### src/rtl/input_debouncer.sv
// input_debouncer: synchronises a raw, possibly bouncing input into the clk
// domain and only lets a new level through once it has been seen on
// DEBOUNCE_CYCLES consecutive clock samples. Produces a clean level (q),
// one-cycle rise/fall strobes, and a busy flag while a change is qualifying.
module input_debouncer #(
  parameter int SYNC_STAGES     = 2,
  parameter int DEBOUNCE_CYCLES = 16
) (
  input  logic clk,
  input  logic reset,
  input  logic d_in,
  output logic q,
  output logic rise,
  output logic fall,
  output logic busy
);

  // Stability counter width, derived from the qualification length.
  localparam int CNT_W = $clog2(DEBOUNCE_CYCLES + 1);
  // Counter value at which the current sample completes qualification.
  localparam logic [CNT_W-1:0] CNT_LAST = CNT_W'(DEBOUNCE_CYCLES - 1);
  localparam logic [CNT_W-1:0] CNT_ONE  = CNT_W'(1);

  typedef enum logic [1:0] {
    S_LOW     = 2'd0,
    S_WAIT_HI = 2'd1,
    S_HIGH    = 2'd2,
    S_WAIT_LO = 2'd3
  } state_t;

  logic [SYNC_STAGES-1:0] sync_q;
  logic                   sync;

  state_t           state_q, state_d;
  logic [CNT_W-1:0] cnt_q, cnt_d;

  logic q_q, q_d;
  logic rise_q, rise_d;
  logic fall_q, fall_d;
  logic busy_q, busy_d;

  // Synchroniser chain: d_in enters at bit 0, the oldest sample leaves at the top.
  always_ff @(posedge clk) begin
    if (reset) begin
      sync_q <= '0;
    end else begin
      sync_q <= {sync_q[SYNC_STAGES-2:0], d_in};
    end
  end

  // Only the last synchroniser stage is ever looked at by the filter.
  assign sync = sync_q[SYNC_STAGES-1];

  // Next-state and counter logic; a bounce back to the settled level
  // abandons the qualification and clears the count.
  always_comb begin
    state_d = state_q;
    cnt_d   = cnt_q;
    unique case (state_q)
      S_LOW: begin
        if (sync) begin
          if (DEBOUNCE_CYCLES == 1) begin
            state_d = S_HIGH;
            cnt_d   = '0;
          end else begin
            state_d = S_WAIT_HI;
            cnt_d   = CNT_ONE;
          end
        end
      end
      S_WAIT_HI: begin
        if (!sync) begin
          state_d = S_LOW;
          cnt_d   = '0;
        end else if (cnt_q == CNT_LAST) begin
          state_d = S_HIGH;
          cnt_d   = '0;
        end else begin
          cnt_d = cnt_q + CNT_ONE;
        end
      end
      S_HIGH: begin
        if (!sync) begin
          if (DEBOUNCE_CYCLES == 1) begin
            state_d = S_LOW;
            cnt_d   = '0;
          end else begin
            state_d = S_WAIT_LO;
            cnt_d   = CNT_ONE;
          end
        end
      end
      S_WAIT_LO: begin
        if (sync) begin
          state_d = S_HIGH;
          cnt_d   = '0;
        end else if (cnt_q == CNT_LAST) begin
          state_d = S_LOW;
          cnt_d   = '0;
        end else begin
          cnt_d = cnt_q + CNT_ONE;
        end
      end
      default: begin
        state_d = S_LOW;
        cnt_d   = '0;
      end
    endcase
  end

  // Output decode from the next state so the registered outputs change on
  // the same edge as the state; strobes fire when the level flips.
  always_comb begin
    q_d    = (state_d == S_HIGH) || (state_d == S_WAIT_LO);
    busy_d = (state_d == S_WAIT_HI) || (state_d == S_WAIT_LO);
    rise_d = q_d && !q_q;
    fall_d = !q_d && q_q;
  end

  // State, counter and output registers; reset wins over everything and
  // never produces a strobe.
  always_ff @(posedge clk) begin
    if (reset) begin
      state_q <= S_LOW;
      cnt_q   <= '0;
      q_q     <= 1'b0;
      rise_q  <= 1'b0;
      fall_q  <= 1'b0;
      busy_q  <= 1'b0;
    end else begin
      state_q <= state_d;
      cnt_q   <= cnt_d;
      q_q     <= q_d;
      rise_q  <= rise_d;
      fall_q  <= fall_d;
      busy_q  <= busy_d;
    end
  end

  assign q    = q_q;
  assign rise = rise_q;
  assign fall = fall_q;
  assign busy = busy_q;

endmodule
### config.mk
export PLATFORM = sky130hd
export DESIGN_NAME = input_debouncer
export DESIGN_NICKNAME = d
export VERILOG_FILES = /design/src/rtl/input_debouncer.sv
export SDC_FILE = /design/constraint.sdc
export NUM_CORES = 1
export LEC_CHECK = 0
export CAP_MARGIN = 20
export CORE_AREA = 2 2 42 54
export DETAILED_ROUTE_END_ITERATION = 10
export DIE_AREA = 0 0 44 56
export PLACE_DENSITY = 0.48
export SYNTH_ARGS = -nofsm -noshare
export SYNTH_HDL_FRONTEND = slang
export SYNTH_SLANG_ARGS = --single-unit
export TNS_END_PERCENT = 50
### constraint.sdc
create_clock -name clk -period 2.1 [get_ports clk]
set_clock_uncertainty 0.2 [all_clocks]
set_input_delay 0.42 -clock clk [delete_from_list [all_inputs] [get_ports clk]]
set_output_delay 0.42 -clock clk [all_outputs]
set_load 0.01 [all_outputs]
==> results of run 1 <==
stage by stage:
stage / worst slack (ns) / hold slack (ns) / util [%] / total power [mW]
floorplan: 0.6348 / 0.2138 / - / 0.2497
detailed placement: 0.3295 / 0.2293 / 29.97 / 0.2586
finish: 0.07447 / 0.2380 / 31.85 / 0.4403
CTS: 0.07172 / 0.2451 / 31.85 / 0.4437
global placement: 0.3438 / 0.2177 / 29.97 / 0.2587
global route: 0.0005835 / 0.2602 / 31.85 / 0.4542
state kept, by name, summed over array words and instances (netlist names):
| register | count |
|---|---|
| cnt_q | 5 |
| sync_q | 2 |
| busy | 1 |
| fall | 1 |
| q | 1 |
| rise | 1 |
| state_q | 1 |
area by class of cell:
| class | instances | area [µm²] | area share, % |
|---|---|---|---|
| multi-input cells | 36 | 244.0 | 39.55 |
| flip-flops and latches | 12 | 240.2 | 38.95 |
| repair buffers | 7 | 67.56 | 10.95 |
| clock buffers | 4 | 36.28 | 5.882 |
| well taps | 20 | 25.02 | 4.057 |
| inverters | 1 | 3.754 | 0.6085 |
per-layer routing:
layer	global-route usage (%)	up-vias	share of wire, %
met4	9.091	0	3.8
met5	0	-	0
met1	10.18	184	44
li1	-	207	-
met2	13.66	7	49
met3	2.922	4	3.1
kinds of logic (layout without fill, tap and decap cells):
family / count (synthesis) / after routing / share of synthesized area [%]
AOI/OAI and AO/OA: 10 / 10 / 13.28
buffers and inverters: 3 / 12 / 3.007
xor gates and xnor gates: 2 / 2 / 3.509
adders and majority gates: 1 / 1 / 2.506
and+or+nand+nor: 23 / 23 / 29.58
DFF: 12 / 12 / 48.12
worst max-delay path by stage:
stage / start / endpoint / slack (ns) / cells after the start
finish: busy / busy / 0.07 / 1
global route: busy / busy / 0.0006 / 1
CTS: busy / busy / 0.07 / 1
detailed placement: reset / cnt_q[3] / 0.33 / 4
global placement: reset / cnt_q[3] / 0.34 / 4
floorplan: busy / cnt_q[3] / 0.63 / 4
Yosys cell counts:
library cell / count / area share [%]
o211ai_2: 1 / 2.5
nand2b_1: 1 / 1.3
xnor2_1: 1 / 1.8
or2b_1: 1 / 1.5
nor2b_1: 2 / 2.5
nand3_1: 6 / 6.0
nor2_1: 2 / 1.5
nor3_1: 1 / 1.0
xor2_1: 1 / 1.8
nand2_1: 1 / 0.75
nand4b_1: 3 / 5.3
nand4_1: 2 / 2.5
o21ai_0: 1 / 1.0
dfxtp_1: 12 / 48
clkbuf_1: 1 / 0.75
ha_1: 1 / 2.5
and4b_1: 2 / 4.0
a211oi_1: 2 / 3.0
buf_4: 1 / 1.5
or4b_1: 1 / 2.0
a31oi_1: 1 / 1.3
inv_1: 1 / 0.75
o21a_1: 1 / 1.5
a21oi_1: 4 / 4.0
or3_1: 1 / 1.3
power by group through the flow:
stage	clock (mW)	sequential, mW	combinational, mW
2_1_floorplan	0	0.238	0.0115
3_3_place_gp	0	0.240	0.0190
3_5_place_dp	0	0.240	0.0189
4_1_cts	0.191	0.234	0.0189
5_1_grt	0.198	0.235	0.0210
6_report	0.187	0.234	0.0188
==> flow_summary.yaml, run 1 <==
grt:
  antenna_found_initial: 0
  grt_start_max_net_pins: 12
  grtUsageTotal_pct: 9.387
  first_global_vias: 383
  grt_pass1_wl_mm: 1.642
  grt_overflow: 0
critical_path:
  cp-start-kind: "flop"
  rr_endpoint: "fall"
  crit_path_top_delay_cell: "clkdlybuf4s50_1"
  path_cells: "clkdlybuf4s50_1"
  criticalPathCategory: "reg -> out"
  rrSetupSlack_ns: 0.40
  crit_buf_inv: 1
  r2r_start: "cnt_q[0]"
  arrival_ns: 1.41
  cp_max_fo: 11
  end_kind: "primary output"
  critical-path-max-stage-delay_ns: 0.60
  crit_required_ns: 1.48
  ff2ff_path_depth: 4
  crit_family: "buffers and inverters"
clock_tree:
  cts_inserted_buffers: 3
  cts_buffer_depth: 2
  cts_sinks: 12
  cts_resized: 0
  clk_latency_ns: 0.28
  post-cts-setup-buffers: 0
  tritoncts: "yes"
  hold_buffers: 0
  clock-root-buffer: "clkbuf_4"
  cts.clk_slew.worst_paths_ns: 0.08
  cts-htree-levels: 1
die:
  dieWidth_um: 44
  start_util_pct: 25.78
  num_rows: 18
  die_area_um2: 2464
  fp.coreArea_um2: 1937
  die_h_um: 56
  num_io_pins: 7
detailed_routing:
  ant_nets: 0
  num_vias: 402
  drc_errors: 0
  drt-initial-drc-count: 6
  viasPerCell: 5.025
  drt_pass1_iterations: 3
  avgRoutedWirePerCell_um: 12.38
  wirelength_um: 990
synthesis:
  yosysWarnings: 0
  synth_cell_types: 25
  synth_fp_nets: 55
  syn-instance-count: 51
  avgSynthCellArea_um2: 9.789
  ys_seq_elements: 12
  syn-cell-area_um2: 499.2
  ys_seq_area_share_pct: 48.12
power_and_ir_drop:
  power_switching_mw: 0.09463
  pwr-share-clk_pct: 42.5
  p_per_area_nw_per_um2: 713.8
  p_seq_share_pct: 53.2
  p_leak_nw: 0.2202
  p_int_mw: 0.3457
  pwr-share-comb_pct: 4.3
  vdd_drop_max_uv: 288.7
  swShare_pct: 21.49
layout:
  drive_above_1_share_pct: 10.00
  layout_common_cells: "12 x dfxtp_1, 6 x nand3_1, 6 x clkdlybuf4s50_1"
  fillers: 208
  postLayoutCellArea_um2: 616.8
  final_common_cell: "dfxtp_1"
  final_cells: 80
  num_antenna_cells: 0
  layout.nets: 65
  area_delta_synth_final_pct: 23.56
timing:
  fmax_mhz: 493.7
  maxSlewViolCount: 0
  rsz0062_at_grt: "no"
  finalCriticalPeriod_ns: 2.026
  post-route-period-util_pct: 96.45
  worst_pin_slew_ns: 0.5195
  finalHoldViolCount: 0
  slew_headroom_pct: 65.25
  setup_viol: 0
  fin_tns_setup_ns: 0
run_status:
  status: "finished clean"
placement:
  dp_hpwl_um: 707
  gp_congestion: 0.7724
  dpl-instance-area_um2: 580.6
  placed_cells: 76
  portBuffers: 6
worst_hold_path:
  worstHoldPathType: "reg -> reg"
  holdPathStages: 1
  holdPathEnd: "rise"
  hp-start: "q"
run:
  drv_cap: 0
(Power assumes the default switching activity.)
==> run 2, diff against run 1 <==
ABC_CLOCK_PERIOD_IN_PS = 2100   (was unset)
TNS_END_PERCENT = unset   (was 50)
==> results of run 2 <==
Same layout as run 1: the final DEF is identical, and so are final timing and power.
==> RTL edit 1, RTL diff (flow settings as in run 1) <==
Change the parameter `DEBOUNCE_CYCLES` from 16 to 8.
--- a/src/rtl/input_debouncer.sv
+++ b/src/rtl/input_debouncer.sv
@@ -5,5 +5,5 @@
 module input_debouncer #(
   parameter int SYNC_STAGES     = 2,
-  parameter int DEBOUNCE_CYCLES = 16
+  parameter int DEBOUNCE_CYCLES = 8
 ) (
   input  logic clk,
Behaviour: same outputs for any inputs over 10 cycles, from zero or initial values and one cycle with reset high; that may be too few to reach the edited logic, so the function may still have changed.
==> RTL edit 1 against run 1 <==
  * Area after synthesis shrank 17%
  * Sequential cell count shrank 1
  * Synthesized cell count is 18% lower
  * Register-to-register slack improved by 0.03 ns
  * Critical path depth unchanged
  * Sequential share of layout area grew 2.7 points
  * Power decreased by 14%
  * Non-clock buffer count did not move
  * Routed wire length decreased by 22%
  * Core utilization is 4.5 points lower
  * Setup slack improved by 0.12 ns
  * Design area fell by 14%
  * Sequential power down 8%
  * Critical path type unchanged
  * Largest cell class is now sequential cells
==> RTL edit 1: results (changes against run 1) <==
grt:
  grt_use_total_pct: 7.658  # -1.7 points
  grt_pass1_vias: 323  # -16%
  grt_pass1_wl_mm: 1.373  # -16%
critical_path:
  critPathLaunch: "q"
  critical_path_arrival_ns: 1.28  # -0.13 ns
  r2r_slack_ns: 0.43  # +0.03 ns
  worstReg2RegStart: "cnt_q[0]"
  cp_max_fo: 6  # -5
  regToRegEndpoint: "cnt_q[3]"
  cpPeakStageDelay_ns: 0.58  # -0.02 ns
  reg2reg_depth: 4  # unchanged
  cpMaxStageDelayCell: "clkdlybuf4s50_1"
clocking:
  insertion_delay_ns: 0.27
  cts-resized-gates: 0  # unchanged
  numCtsBuffers: 3  # unchanged
  clk_pin_slew_ns: 0.07
logic_synthesis:
  synth_area_leaders: "dfxtp_1 53%, nand3_1 6.0%, nor2b_1 4.5%, nor4b_1 4.2%, nor2_1 3.6%"
  ys_top_cells_by_count: "11 x dfxtp_1, 5 x nand3_1, 4 x nor2_1"
  async_flop_share_pct: 0  # unchanged
  synth.distinct_cells: 20  # -20%
  ys.flop_type: "dfxtp_1"
  yosysSeqAreaShare_pct: 53.17  # +5.1 points
  syn_nets: 46  # -16%
worst_hold_path:
  hold_path_end: "sync_q[1]"
  min_path_cells: 1  # unchanged
  min_path_type: "flip-flop to flip-flop"
  hold_start: "sync_q[0]"
timing:
  whs_ns: 0.2520  # +0.01405 ns
  relSlewSlack_pct: 73.06  # +7.8 points
final_layout:
  reg_top3: "cnt_q: 4 flops, sync_q: 2 flops"
  num_antenna_cells: 0  # unchanged
  nets: 57  # -12%
  drive_gt1_share_pct: 7.692  # -2.3 points
  fillCellCount: 218  # +4.8%
drt:
  dr.pass1.iters: 4  # +1
  via_per_inst: 4.778  # -4.9%
  top_layer_used: "met4"
  wirelength_met1_microns: 356  # -17%
  drtIter0Drc: 3  # -3
  wl_met3_microns: 42  # +35%
  dr_wl_met2_microns: 340  # -30%
  wl_per_cell_microns: 10.71  # -13%
placed_design:
  placed_cell_area_sq_um: 503.0  # -13%
  port_buffers: 6  # unchanged
  post-place-ws_ns: 0.2243  # -0.1052 ns
  hpwl_microns: 549  # -22%
  gp_congestion: 0.7549  # -2.3%
outcome:
  status: "finished, final reports clean"
power_and_ir_drop:
  peakVddDrop_v: 0.0003952  # +37%
  leakage_nw: 0.2005  # -8.9%
RTL edit 1: changes by cell type in the layout (fill, tap and decap cells not counted), moves of 2 or more:
cell	run 1	this run
nor4b_1	0	2
nand4b_1	3	1
and4b_1	2	0
nor2_1	2	4
a21oi_1	4	1
RTL edit 1: report_power, final:
group | switching (mW) | leakage [nW] | internal (mW) | total (mW)
sequential | 0.00340 | 0.0893 | 0.212 | 0.216
clock | 0.0706 | 0.0150 | 0.0736 | 0.144
combinational | 0.00879 | 0.0962 | 0.00933 | 0.0181
total | 0.0828 | 0.200 | 0.295 | 0.378
RTL edit 1: routing by layer:
metal / track usage [%] / vias up
li1: - / 172
met1: 9.375 / 158
met2: 9.874 / 9
met3: 3.247 / 5
met4: 6.494 / 0
met5: 0 / -
RTL edit 1: stage by stage:
step	std cells	power [mW]	util, %
2_1_floorplan	42	0.2299	-
3_3_place_gp	68	0.2389	25.97
3_5_place_dp	68	0.2389	25.97
4_1_cts	72	0.3783	27.33
5_1_grt	72	0.3980	27.33
6_report	72	0.3782	27.33
RTL edit 1: logic make-up (layout without fill, tap and decap cells):
kind of cell	count (synthesis)	count (layout)	synth area share [%]
DFF	11	11	53.17
xor gates and xnor gates	2	2	4.230
buffers and inverters	2	12	1.811
adders and majority gates	1	1	3.021
muxes	1	1	2.417
AOI/OAI and AO/OA	4	4	6.647
and+or+nand+nor	21	21	28.70
RTL edit 1: worst max-delay path by stage:
stage,cells past startpoint,to,slack (ns)
after floorplan,4,cnt_q[3],0.52
after global placement,4,cnt_q[3],0.25
after detailed placement,4,cnt_q[3],0.22
after CTS,1,q,0.21
after global routing,1,q,0.15
final,1,q,0.20
RTL edit 1: area by class of cell:
class                           count  area, sq um  area share, %
Multi-Input combinational cell     29        186.4          35.22
Inverter                            1        3.754         0.7092
Clock buffer                        4        26.28          4.965
Timing Repair Buffer                7        67.56          12.77
Sequential cell                    11        220.2          41.61
Tap cell                           20        25.02          4.728
==> RTL edit 2, RTL diff (config.mk and constraints of run 1) <==
Made on the original files. Re-encode `state_t` (4 states) as one-hot, 4 bits wide.
--- a/src/rtl/input_debouncer.sv
+++ b/src/rtl/input_debouncer.sv
@@ -22,9 +22,9 @@
   localparam logic [CNT_W-1:0] CNT_ONE  = CNT_W'(1);
 
-  typedef enum logic [1:0] {
-    S_LOW     = 2'd0,
-    S_WAIT_HI = 2'd1,
-    S_HIGH    = 2'd2,
-    S_WAIT_LO = 2'd3
+  typedef enum logic [3:0] {
+    S_LOW     = 4'b0001,
+    S_WAIT_HI = 4'b0010,
+    S_HIGH    = 4'b0100,
+    S_WAIT_LO = 4'b1000
   } state_t;
 
Function: no difference found for any inputs over 10 cycles, from zero or initial values and one cycle with reset high; not proved beyond that.
==> RTL edit 2 against run 1 <==
  * Power is 10% higher
  * Routed wire length is 62% higher
  * Global-route usage is 5.5 points higher
  * Die area stayed put
  * Area after synthesis is 50% higher
  * Setup slack better by 0.11 ns
  * Sequential cell count is 3 higher
  * Design area is 40% higher
  * Critical path type is now flip-flop to flip-flop
==> RTL edit 2: results (changes against run 1) <==
outcome:
  status: "finished, final reports clean"
logic_synthesis:
  synthCells: 78  # +53%
  synthAdderAreaFrac_pct: 1.667  # -0.84 points
  synth.avg_cell_area_sq_um: 9.625  # -1.7%
  synth-compound-area-share_pct: 20.33  # +7.1 points
clocking:
  clkSinkCount: 15  # +3
drt:
  wl_per_cell_microns: 14.94  # +21%
  wl_met3_microns: 69  # +120%
  dr_wl_met2_microns: 829  # +70%
  wirelength_met1_microns: 677  # +57%
  via_per_inst: 6.009  # +20%
final_layout:
  clock_area_share_pct: 3.179  # -2.7 points
  n_all_buffers: 10  # +3
  multiInputGateArea_sq_um: 411.6  # +69%
  nets: 92  # +42%
  reg_top3: "cnt_q: 5 flops, state_q: 4 flops, sync_q: 2 flops"
  multi_input_gates: 55  # +53%
  final-nonclk-buf-share_pct: 10.40  # -0.55 points
  finalNonFillerCells: 107  # +34%
  register_area_sq_um: 300.3  # +25%
placed_design:
  placed_cell_area_sq_um: 838.3  # +44%
  gp_congestion: 0.7613  # -1.4%
  post-place-ws_ns: 0.2247  # -0.1048 ns
  hpwl_mm: 1.157  # +64%
grt:
  use_met3_pct: 1.948  # -0.97 points
  grt_pass1_wl_mm: 2.746  # +67%
  grt_max_degree: 14  # +2
critical_path:
  r2r_slack_ns: 0.18  # -0.22 ns
  reg2reg_depth: 5  # +1
  cpMaxStageDelayCell: "a311oi_1"
  critPathTopFamily: "compound AO/OA/AOI/OAI gates"
  cpPeakStageDelay_ns: 0.39  # -0.21 ns
power_and_ir_drop:
  peakVddDrop_v: 0.0004036  # +40%
  leakage_nw: 0.3030  # +38%
timing:
  worst_pin_slew_ns: 0.4619  # -0.05755 ns
worst_hold_path:
  hold_path_end: "sync_q[1]"
  hold_start: "sync_q[0]"
## RTL edit 2: changes by cell type after synthesis, moves of 2 or more
cell | before | now
a211oi_1 | 2 | 0
nand3b_1 | 0 | 5
nand2_1 | 1 | 3
xnor2_1 | 1 | 3
a31oi_1 | 1 | 4
dfxtp_1 | 12 | 15
nand3_1 | 6 | 3
a21oi_1 | 4 | 2
inv_1 | 1 | 3
nor2_1 | 2 | 4
nor3b_1 | 0 | 2
## RTL edit 2: worst max path at each step
stage,endpoint,start,slack [ns],cells past startpoint
floorplan,cnt_q[0],state_q[1],0.42,4
global placement,fall,cnt_q[0],0.22,5
detailed placement,state_q[3],reset,0.22,3
CTS,busy,cnt_q[0],0.20,5
global route,cnt_q[3],state_q[2],0.04,4
finish,busy,cnt_q[0],0.18,5
## RTL edit 2: power by group
part           internal [mW]  total, mW  switching [mW]
clock network         0.0706      0.166          0.0956
registers              0.288      0.292         0.00336
logic                 0.0131     0.0273          0.0142
total                  0.372      0.485           0.113
